<file path="src/rtl/jtag_host_seq.sv">
// -----------------------------------------------------------------------------
// jtag_host_seq
//
// Command-driven JTAG host. Each accepted command moves the target TAP from
// Run-Test/Idle through an IR or DR scan (or idle clocking, or a TAP reset)
// and back to Run-Test/Idle. The captured TDO bits are then returned as a
// single response.
//
// Parameters
//   CLK_DIV  clk cycles per TCK half-period (>= 1)
//   MAX_LEN  widest shift in bits (cmd_len is clamped to it, and to 63)
//
// Ports
//   clk, rst_n            system clock, asynchronous active-low reset
//   cmd_valid/cmd_ready   command handshake; cmd_ready only in IDLE
//   cmd_op                00 SHIFT_IR, 01 SHIFT_DR, 10 TLR, 11 RUN_IDLE
//   cmd_len               shift length (IR/DR) or TCK count (RUN_IDLE)
//   cmd_data              TDI bits, LSB first
//   rsp_valid/rsp_ready   response handshake; rsp_data held until consumed
//   rsp_data              captured TDO bits, right-aligned, upper bits zero
//   TCK, TMS, TDI, TDO    JTAG pins
//   busy                  high from acceptance until rsp_valid
//
// Build option
//   JTAG_HOST_TLR_EN  when defined, TLR clocks 5x TMS=1 and then 1x TMS=0.
//                     Otherwise TLR completes at once with no TCK pulses.
//
// Each command is split into three pulse segments: HEAD, SHIFT and TAIL.
// Segments of zero length are skipped. RUN_IDLE and TLR use the HEAD segment
// only. A command with no pulses at all stays in HEAD for one clk and then
// responds.
// -----------------------------------------------------------------------------
module jtag_host_seq #(
    parameter int CLK_DIV = 4,
    parameter int MAX_LEN = 32
) (
    input  logic               clk,
    input  logic               rst_n,
    input  logic               cmd_valid,
    output logic               cmd_ready,
    input  logic [1:0]         cmd_op,
    input  logic [5:0]         cmd_len,
    input  logic [MAX_LEN-1:0] cmd_data,
    output logic               rsp_valid,
    input  logic               rsp_ready,
    output logic [MAX_LEN-1:0] rsp_data,
    output logic               TCK,
    output logic               TMS,
    output logic               TDI,
    input  logic               TDO,
    output logic               busy
);

    localparam int DIV_W   = (CLK_DIV > 1) ? $clog2(CLK_DIV) : 1;
    localparam int LEN_CAP = (MAX_LEN < 63) ? MAX_LEN : 63;

    localparam logic [1:0] OP_IR  = 2'b00;
    localparam logic [1:0] OP_DR  = 2'b01;
    localparam logic [1:0] OP_TLR = 2'b10;
    localparam logic [1:0] OP_RTI = 2'b11;

    typedef enum logic [2:0] {
        S_IDLE,
        S_HEAD,
        S_SHIFT,
        S_TAIL,
        S_RESP
    } state_t;

    state_t             state_q, state_d;
    logic [1:0]         op_q, op_d;
    logic [MAX_LEN-1:0] data_q, data_d;
    logic [5:0]         head_len_q, head_len_d;
    logic [5:0]         shift_len_q, shift_len_d;
    logic [5:0]         tail_len_q, tail_len_d;
    logic [5:0]         idx_q, idx_d;
    logic [DIV_W-1:0]   div_q, div_d;
    logic               tck_q, tck_d;
    logic               tms_q, tms_d;
    logic               tdi_q, tdi_d;
    logic [MAX_LEN-1:0] rsp_q, rsp_d;
    logic               rst_done_q;

    logic               accept;
    logic               pulsing;
    logic               half_end;
    logic               pulse_end;
    logic               zero_cmd;
    logic [5:0]         cur_len;
    logic               seg_last;
    logic [5:0]         len_c;
    logic [MAX_LEN-1:0] tdi_sel;
    logic [MAX_LEN-1:0] cap_sel;

    // One-hot bit selects: tdi_sel picks the TDI bit for the pulse about to
    // start, and cap_sel picks the response bit for the pulse in progress.
    for (genvar gi = 0; gi < MAX_LEN; gi++) begin : g_sel
        assign tdi_sel[gi] = (idx_d == 6'(gi));
        assign cap_sel[gi] = (idx_q == 6'(gi));
    end

    assign accept    = cmd_valid && cmd_ready;
    assign pulsing   = (state_q == S_HEAD) || (state_q == S_SHIFT) || (state_q == S_TAIL);
    assign half_end  = (div_q == DIV_W'(CLK_DIV - 1));
    assign zero_cmd  = (state_q == S_HEAD) && (head_len_q == 6'd0);
    assign pulse_end = pulsing && !zero_cmd && tck_q && half_end;
    assign len_c     = (int'(cmd_len) > LEN_CAP) ? 6'(LEN_CAP) : cmd_len;

    always_comb begin
        cur_len = head_len_q;
        case (state_q)
            S_SHIFT: cur_len = shift_len_q;
            S_TAIL:  cur_len = tail_len_q;
            default: cur_len = head_len_q;
        endcase
    end
    assign seg_last = ((idx_q + 6'd1) == cur_len);

    // State register together with all other flops.
    always_ff @(posedge clk or negedge rst_n) begin
        if (!rst_n) begin
            state_q     <= S_IDLE;
            op_q        <= 2'b00;
            data_q      <= '0;
            head_len_q  <= 6'd0;
            shift_len_q <= 6'd0;
            tail_len_q  <= 6'd0;
            idx_q       <= 6'd0;
            div_q       <= '0;
            tck_q       <= 1'b0;
            tms_q       <= 1'b1;
            tdi_q       <= 1'b0;
            rsp_q       <= '0;
            rst_done_q  <= 1'b0;
        end else begin
            state_q     <= state_d;
            op_q        <= op_d;
            data_q      <= data_d;
            head_len_q  <= head_len_d;
            shift_len_q <= shift_len_d;
            tail_len_q  <= tail_len_d;
            idx_q       <= idx_d;
            div_q       <= div_d;
            tck_q       <= tck_d;
            tms_q       <= tms_d;
            tdi_q       <= tdi_d;
            rsp_q       <= rsp_d;
            rst_done_q  <= 1'b1;
        end
    end

    // Next-state logic.
    always_comb begin
        state_d = state_q;
        case (state_q)
            S_IDLE:  if (accept) state_d = S_HEAD;
            S_HEAD: begin
                if (zero_cmd) begin
                    state_d = S_RESP;
                end else if (pulse_end && seg_last) begin
                    if (shift_len_q != 6'd0)     state_d = S_SHIFT;
                    else if (tail_len_q != 6'd0) state_d = S_TAIL;
                    else                         state_d = S_RESP;
                end
            end
            S_SHIFT: if (pulse_end && seg_last) state_d = (tail_len_q != 6'd0) ? S_TAIL : S_RESP;
            S_TAIL:  if (pulse_end && seg_last) state_d = S_RESP;
            S_RESP:  if (rsp_ready) state_d = S_IDLE;
            default: state_d = S_IDLE;
        endcase
    end

    // Outputs that depend on the FSM state. cmd_ready waits for the first
    // clk edge after reset release.
    always_comb begin
        cmd_ready = (state_q == S_IDLE) && rst_done_q;
        rsp_valid = (state_q == S_RESP);
        busy      = pulsing;
    end

    // Datapath: command latch, TCK divider, segment index and TDO capture.
    always_comb begin
        op_d        = op_q;
        data_d      = data_q;
        head_len_d  = head_len_q;
        shift_len_d = shift_len_q;
        tail_len_d  = tail_len_q;
        idx_d       = idx_q;
        div_d       = div_q;
        tck_d       = tck_q;
        rsp_d       = rsp_q;

        if (accept) begin
            op_d        = cmd_op;
            data_d      = cmd_data;
            head_len_d  = 6'd0;
            shift_len_d = 6'd0;
            tail_len_d  = 6'd0;
            case (cmd_op)
                OP_IR: if (len_c != 6'd0) begin
                    head_len_d  = 6'd4;
                    shift_len_d = len_c;
                    tail_len_d  = 6'd2;
                end
                OP_DR: if (len_c != 6'd0) begin
                    head_len_d  = 6'd3;
                    shift_len_d = len_c;
                    tail_len_d  = 6'd2;
                end
`ifdef JTAG_HOST_TLR_EN
                OP_TLR: head_len_d = 6'd6;
`else
                OP_TLR: head_len_d = 6'd0;
`endif
                OP_RTI: head_len_d = len_c;
                default: head_len_d = 6'd0;
            endcase
            idx_d = 6'd0;
            div_d = '0;
            tck_d = 1'b0;
            rsp_d = '0;
        end else if (pulsing && !zero_cmd) begin
            if (half_end) begin
                div_d = '0;
                tck_d = !tck_q;
                if (pulse_end) idx_d = seg_last ? 6'd0 : idx_q + 6'd1;
            end else begin
                div_d = div_q + DIV_W'(1);
            end
            // TDO is taken in the first clk cycle that TCK is high.
            if ((state_q == S_SHIFT) && tck_q && (div_q == '0) && TDO)
                rsp_d = rsp_q | cap_sel;
        end
        if (!pulsing) tck_d = 1'b0;
    end

    // TMS/TDI are computed for the next pulse. They can only change at the
    // edge where that pulse starts, and TCK is low from that edge onward.
    always_comb begin
        tms_d = tms_q;
        tdi_d = 1'b0;
        case (state_d)
            S_HEAD: begin
                case (op_d)
                    OP_IR:   tms_d = (idx_d < 6'd2);
                    OP_DR:   tms_d = (idx_d == 6'd0);
                    OP_TLR:  tms_d = (idx_d < 6'd5);
                    default: tms_d = 1'b0;
                endcase
            end
            S_SHIFT: begin
                tms_d = ((idx_d + 6'd1) == shift_len_q);
                tdi_d = |(data_q & tdi_sel);
            end
            S_TAIL:  tms_d = (idx_d == 6'd0);
            default: tms_d = tms_q;
        endcase
    end

    assign TCK      = tck_q;
    assign TMS      = tms_q;
    assign TDI      = tdi_q;
    assign rsp_data = rsp_q;

endmodule

</file>
<file path="config.mk">
export PLATFORM = sky130hd
export DESIGN_NAME = jtag_host_seq
export DESIGN_NICKNAME = d
export VERILOG_FILES = /design/src/rtl/jtag_host_seq.sv
export SDC_FILE = /design/constraint.sdc
export NUM_CORES = 1
export LEC_CHECK = 0
export ABC_AREA = 1
export CAP_MARGIN = 20
export CORE_MARGIN = 2
export CORE_UTILIZATION = 30
export CTS_CLUSTER_SIZE = 25
export DETAILED_ROUTE_END_ITERATION = 8
export HOLD_SLACK_MARGIN = 0.02
export PLACE_DENSITY_LB_ADDON = 0.05
export SYNTH_ARGS = -nofsm -noshare
export SYNTH_HDL_FRONTEND = slang
export SYNTH_SLANG_ARGS = --single-unit
</file>
<file path="constraint.sdc">
create_clock -name clk -period 5.5 [get_ports clk]
set_input_delay 1.375 -clock clk [delete_from_list [all_inputs] [get_ports clk]]
set_output_delay 1.375 -clock clk [all_outputs]
set_load 0.1 [all_outputs]
</file>
==> results.sh, run 1 <==
export IMPL_synth_commonest_cells="nand2_1 (244), dfrtp_1 (93), nor2_1 (76), inv_1 (64), nand3_1 (47)"
export IMPL_wl_met1_microns=6780
export IMPL_p_comb_frac=0.359
export IMPL_clockPowerShare=0.244
export IMPL_clk_pin_slew_ns=0.07
export IMPL_yosys_area_top_type="dfrtp_1"
export IMPL_p_leak_nw=3.14
export IMPL_antenna_found_initial=0
export IMPL_synth_seq_cells=94
export IMPL_cp_start_kind="flop"
export IMPL_synth_nets=729
export IMPL_dpl_instance_area_sq_mm=0.00603
export IMPL_fin_crit_sh=0.703
export IMPL_ctsResizeCount=0
export IMPL_diodes=0
export IMPL_grt_max_degree=51
export IMPL_vdd_drop_max_uv=202
export IMPL_yosys_warnings=0
export IMPL_fin_cells=977
export IMPL_cts_sinks=94
export IMPL_grt_pass1_wl_microns=23000
export IMPL_drt_iter0_drc=187
export IMPL_final_antenna_net_count=0
export IMPL_clock_fmax_ghz=0.259
export IMPL_p_int_mw=1.55
export IMPL_hold_viol_final=0
export IMPL_maxSlewViolCount=0
export IMPL_place_congestion=0.822
export IMPL_p_sw_mw=1.05
export IMPL_path_class="flop to output port"
export IMPL_vias=4498
export IMPL_min_period_ns=3.87
export IMPL_synthTopCellsByArea="dfrtp_1 (47%), nand2_1 (18%), nor2_1 (5.7%), inv_1 (4.8%), nand3_1 (4.7%)"
export IMPL_fin_tns_setup_ns=0
export IMPL_pwr_share_seq=0.397
export IMPL_holdBufCountCts=0
export IMPL_dr_wl_met3_microns=406
export IMPL_h_tree_depth=3
export IMPL_p_sw_frac=0.403
export IMPL_syn_area_sq_mm=0.00498
export IMPL_num_rows=47
export IMPL_yosysSeqAreaShare=0.472
export IMPL_top_layer="met4"
export IMPL_syn2layout_area_growth_pct=27.1
export IMPL_final_cell_area_sq_mm=0.00633
export IMPL_drt_pass1_iterations=4
export IMPL_post_cts_buffers=0
export IMPL_rsz0062_at_grt="no"
export IMPL_synthCells=673
export IMPL_dpl_worst_slack_ns=1.42
export IMPL_ys_async_sr_fraction=1.00
export IMPL_grt_pass1_vias=4458
export IMPL_setup_viol=0
export IMPL_cts_tree="yes"
export IMPL_wl_microns=13800
export IMPL_crit_fanout=6
export IMPL_dp_hpwl_microns=10200
export IMPL_outcome="completed"
export IMPL_maxCapViolCount=0
export IMPL_worst_ep_arrival_time_ns=2.49
export IMPL_port_buffers=82
export IMPL_skew_ns=0.00848
export IMPL_initial_core_util=0.304
export IMPL_hp_class="flop to flop"
export IMPL_die_area_sq_mm=0.0177
export IMPL_drc=0
export IMPL_clk_latency_ns=0.35
export IMPL_boundaryPins=83
export IMPL_routedWlPerCell_microns=14.1
export IMPL_synthMostInstantiatedCell="nand2_1"
export IMPL_setup_slack_ns=1.63
export IMPL_p_per_area_mw_per_mm2=411
export IMPL_relSlewSlack=0.337
export IMPL_grt_ovfl_total=0
export IMPL_synth_edff_count=0
export IMPL_drive_gt1_frac=0.0674
export IMPL_cts_root_buf="clkbuf_16"
export IMPL_cts_buffer_depth=2
export IMPL_met2_length_microns=6380
export IMPL_final_nets=808
export IMPL_track_usage=0.164
export IMPL_required_ns=4.12
export IMPL_die_height_microns=133
export IMPL_p_total_mw=2.60
export IMPL_synthFlopType="dfrtp_1"
export IMPL_synth_distinct_cells=39
export IMPL_syn_area_per_cell_sq_um=7.40
export IMPL_worstSetupEndpointType="output port"
export IMPL_die_x_microns=133
export IMPL_max_slew_worst_pin_slew_ns=0.991
export IMPL_avgViaCountPerCell=4.60
export IMPL_dpl_cell_count=961
export IMPL_netlist_area_leader_share=0.467
export IMPL_core_sq_mm=0.0164
export IMPL_cts_buffers=9
## registers in the layout (all words and copies together), names as in the netlist
register	count
head_len_q	6
shift_len_q	6
rst_done_q	1
data_q	32
state_q	3
TCK	1
tail_len_q	1
TDI	1
op_q	2
TMS	1
idx_q	6
rsp_data	32
div_q	2
## stage by stage
| stage | hold slack, ns | util |
|---|---|---|
| after floorplan | 0.449 | - |
| after global placement | 0.467 | 0.367 |
| after detailed placement | 0.469 | 0.368 |
| after CTS | 0.486 | 0.386 |
| after global routing | 0.516 | 0.386 |
| final | 0.484 | 0.386 |
## path summary, 6_finish.rpt
check                                            start                   endpoint  depth (start not counted)  slack, ns
worst max-delay path              state_q[1]$_DFF_PN0_                  cmd_ready                          4       1.63
worst min-delay path            data_q[15]$_DFFE_PN0P_     data_q[15]$_DFFE_PN0P_                          2       0.48
worst max register to register      idx_q[0]$_DFF_PN0_            TMS$_DFFE_PN1P_                         18       2.19
worst min register to register  data_q[15]$_DFFE_PN0P_     data_q[15]$_DFFE_PN0P_                          2       0.48
max in group asynchronous                        rst_n         idx_q[2]$_DFF_PN0_                          2       3.43
min in group asynchronous                        rst_n  head_len_q[0]$_DFFE_PN0P_                          1       1.05
## power groups by stage
stage / clock, mW / sequential (mW) / combinational (mW)
floorplan: 0 / 1.12 / 0.580
global placement: 0 / 1.05 / 0.932
detailed placement: 0 / 1.05 / 0.942
CTS: 0.657 / 1.04 / 0.945
global route: 0.685 / 1.06 / 1.06
finish: 0.635 / 1.03 / 0.934
## cell usage in the layout (no fill, tap or decap), types with 3 or more instances in the layout
| master | netlist | final |
|---|---|---|
| a21oi_1 | 37 | 37 |
| buf_4 | 1 | 7 |
| clkbuf_16 | 0 | 9 |
| clkdlybuf4s50_1 | 0 | 81 |
| dfrtp_1 | 93 | 93 |
| ha_1 | 11 | 11 |
| inv_1 | 64 | 63 |
| inv_2 | 5 | 6 |
| nand2_1 | 244 | 244 |
| nand2_2 | 5 | 5 |
| nand3_1 | 47 | 47 |
| nand4_1 | 16 | 16 |
| nor2_1 | 76 | 76 |
| nor2_2 | 5 | 5 |
| nor3_1 | 3 | 3 |
| nor3_2 | 3 | 3 |
| o21ai_0 | 13 | 13 |
| o22ai_1 | 4 | 4 |
## critical path: stages, from the launching register on
cell and delay [ns]:
dfrtp_1 0.47, nor2_1 0.30, inv_1 0.10, nor2_1 0.13
clkdlybuf4s50_1 1.14
## final cells by class
type,instances,area (sq um)
flip-flops and latches,94,2350
well taps,220,275
fillers,1686,10100
clock buffers,11,243
clock inverters,5,58.8
multi-input cells,489,2280
repair buffers,88,863
inverters,70,263
## metal layers
metal | up-vias | track usage
li1 | 2281 | -
met1 | 2115 | 0.227
met2 | 83 | 0.259
met3 | 19 | 0.0314
met4 | 0 | 0.0579
met5 | - | 0
## kinds of logic (layout without fill, tap and decap cells)
family	Yosys count	after routing	share of synthesized area
xor gates and xnor gates	4	4	0.00703
buffers and inverters	90	174	0.0706
adders and majority gates	11	11	0.0276
DFF	94	94	0.472
and+or+nand+nor	409	409	0.349
other	1	1	0.000753
AOI/OAI and AO/OA	64	64	0.0726
Note: power is estimated with default switching activity, not from simulation.
==> run 2: changes to the inputs <==
==> constraint.sdc (replaced) <==
create_clock -name clk -period 3.2 [get_ports clk]
set_input_delay 0.8 -clock clk [delete_from_list [all_inputs] [get_ports clk]]
set_output_delay 0.8 -clock clk [all_outputs]
set_load 0.1 [all_outputs]
==> run 2 against run 1 <==
Sequential share of layout area shrank 0.30 points. Highest routed layer unchanged. Via count up 1.0%. Worst hold slack lost 0.052 ns. Clock skew decreased by 0.00090 ns. Largest power group unchanged. Largest cell class unchanged.
==> results.sh, run 2 (synthesized netlist as in run 1, its figures left out) <==
export IMPL_outcome="completed"
export IMPL_worstSetupEndpointType="flop"
export IMPL_dp_hpwl_microns=10500
export IMPL_clk_pin_slew_ns=0.07
export IMPL_p_leak_nw=3.28
export IMPL_boundaryPins=83
export IMPL_final_nets=815
export IMPL_avgViaCountPerCell=4.62
export IMPL_crit_fanout=8
export IMPL_mostFrequentLayoutCells="nand2_1 (241), dfrtp_1 (88), nor2_1 (74)"
export IMPL_fill_cells=1706
export IMPL_hold_viol_final=0
export IMPL_cts_buffers=9
export IMPL_cts_sinks=94
export IMPL_maxSlewViolCount=0
export IMPL_dpl_worst_slack_ns=0.232
export IMPL_antenna_found_initial=0
export IMPL_drt_iter0_drc=190
export IMPL_skew_ns=0.00758
export IMPL_initial_core_util=0.304
export IMPL_vdd_drop_max_uv=445
export IMPL_final_antenna_net_count=0
export IMPL_setup_viol=0
export IMPL_routedWlPerCell_microns=14.3
export IMPL_track_usage=0.165
export IMPL_path_class="flop to flop"
export IMPL_cts_root_buf="clkbuf_16"
export IMPL_relSlewSlack=0.622
export IMPL_die_area_sq_mm=0.0177
export IMPL_die_height_microns=133
export IMPL_clock_fmax_ghz=0.346
export IMPL_cts_tree="yes"
export IMPL_setup_slack_ns=0.309
export IMPL_max_slew_worst_pin_slew_ns=0.567
export IMPL_diodes=0
export IMPL_fin_tns_setup_ns=0
export IMPL_vias=4544
export IMPL_worst_ep_arrival_time_ns=3.12
export IMPL_grt_pass1_vias=4419
export IMPL_grt_max_degree=50
export IMPL_grt_ovfl_total=0
export IMPL_rsz0062_at_grt="no"
export IMPL_port_buffers=82
export IMPL_multi_input_area_sq_mm=0.00231
export IMPL_drive_gt1_frac=0.141
export IMPL_num_rows=47
export IMPL_min_period_ns=2.89
export IMPL_fin_crit_sh=0.903
export IMPL_drt_pass1_iterations=5
export IMPL_regArea_sq_mm=0.00236
export IMPL_fin_cells=984
export IMPL_dpl_cell_count=968
export IMPL_cp_start_kind="flop"
export IMPL_p_total_mw=4.72
export IMPL_clk_latency_ns=0.35
export IMPL_hp_class="input pin to asynchronous set/reset pin"
export IMPL_maxCapViolCount=0
export IMPL_grt_pass1_wl_microns=23200
export IMPL_cts_buffer_depth=2
export IMPL_wl_microns=14000
export IMPL_drc=0
export IMPL_die_x_microns=133
export IMPL_place_congestion=0.868
export IMPL_r2r_setup_slack_ns=0.31
export IMPL_final_common_cell="nand2_1"
export IMPL_final_core_util=0.390
export IMPL_required_ns=3.43
export IMPL_syn2layout_area_growth_pct=28.5
export IMPL_core_sq_mm=0.0164
export IMPL_h_tree_depth=3
export IMPL_p_per_area_mw_per_mm2=738
## run 2: critical path, stage by stage, from the launching register on
cell and delay [ns]:
dfrtp_1 0.49, inv_2 0.12, nand2_4 0.08, nor2_4 0.16, nand2_1 0.08, nand2_1 0.08
inv_1 0.04, nand2_1 0.05, nand2_1 0.06, nor2_2 0.16, nand2_2 0.11, nand2_1 0.08
nand2_1 0.08, nand2_2 0.11, inv_1 0.08, ha_1 0.21, buf_4 0.17, nand2_1 0.07
nor2_1 0.06, nand2_1 0.06, nand2_1 0.04, nor2_1 0.10, nand3_1 0.09, o21bai_1 0.13
nor2_1 0.06
## run 2: layout make-up
cell class / instances / share of cell area
clock buffers: 11 / 0.0395
clock inverters: 5 / 0.0162
inverters: 70 / 0.0410
multi-input cells: 489 / 0.361
flip-flops and latches: 94 / 0.369
well taps: 220 / 0.0430
repair buffers: 95 / 0.130
## run 2: metrics by stage
| step | area (sq um) | hold WS, ns |
|---|---|---|
| 2_1_floorplan | 5000 | 0.449 |
| 4_1_cts | 6370 | 0.453 |
| 3_3_place_gp | 6020 | 0.473 |
| 5_1_grt | 6400 | 0.479 |
| 6_report | 6400 | 0.431 |
| 3_5_place_dp | 6020 | 0.471 |
## run 2: worst paths after layout
check,startpoint,endpoint,depth (start not counted)
max,state_q[2]$_DFF_PN0_,TDI$_DFF_PN0_,24
min,rst_n,head_len_q[2]$_DFFE_PN0P_,1
max reg2reg,state_q[2]$_DFF_PN0_,TDI$_DFF_PN0_,24
min reg2reg,data_q[20]$_DFFE_PN0P_,data_q[20]$_DFFE_PN0P_,2
max in group asynchronous,rst_n,rsp_data[22]$_DFFE_PN0P_,2
min in group clk,data_q[20]$_DFFE_PN0P_,data_q[20]$_DFFE_PN0P_,2
## run 2: routing by layer
metal,global-route usage,share of wire,routed length [microns]
met1,0.229,0.49,6830
met2,0.265,0.47,6550
met3,0.0238,0.033,468
met4,0.0573,0.014,199
met5,0,0,0
## run 2: report_power, final
part | switching [mW] | internal (mW)
clock | 0.474 | 0.808
combinational | 1.10 | 0.543
sequential | 0.281 | 1.52
total | 1.85 | 2.87
## run 2: timing repair
| action | 4_1_cts | 5_1_grt |
|---|---|---|
| hold buffers | 0 | 0 |
| setup buffers | 0 | 0 |
| endpoints found under the setup margin | 0 | 2 |
| resized for setup | 0 | 11 |
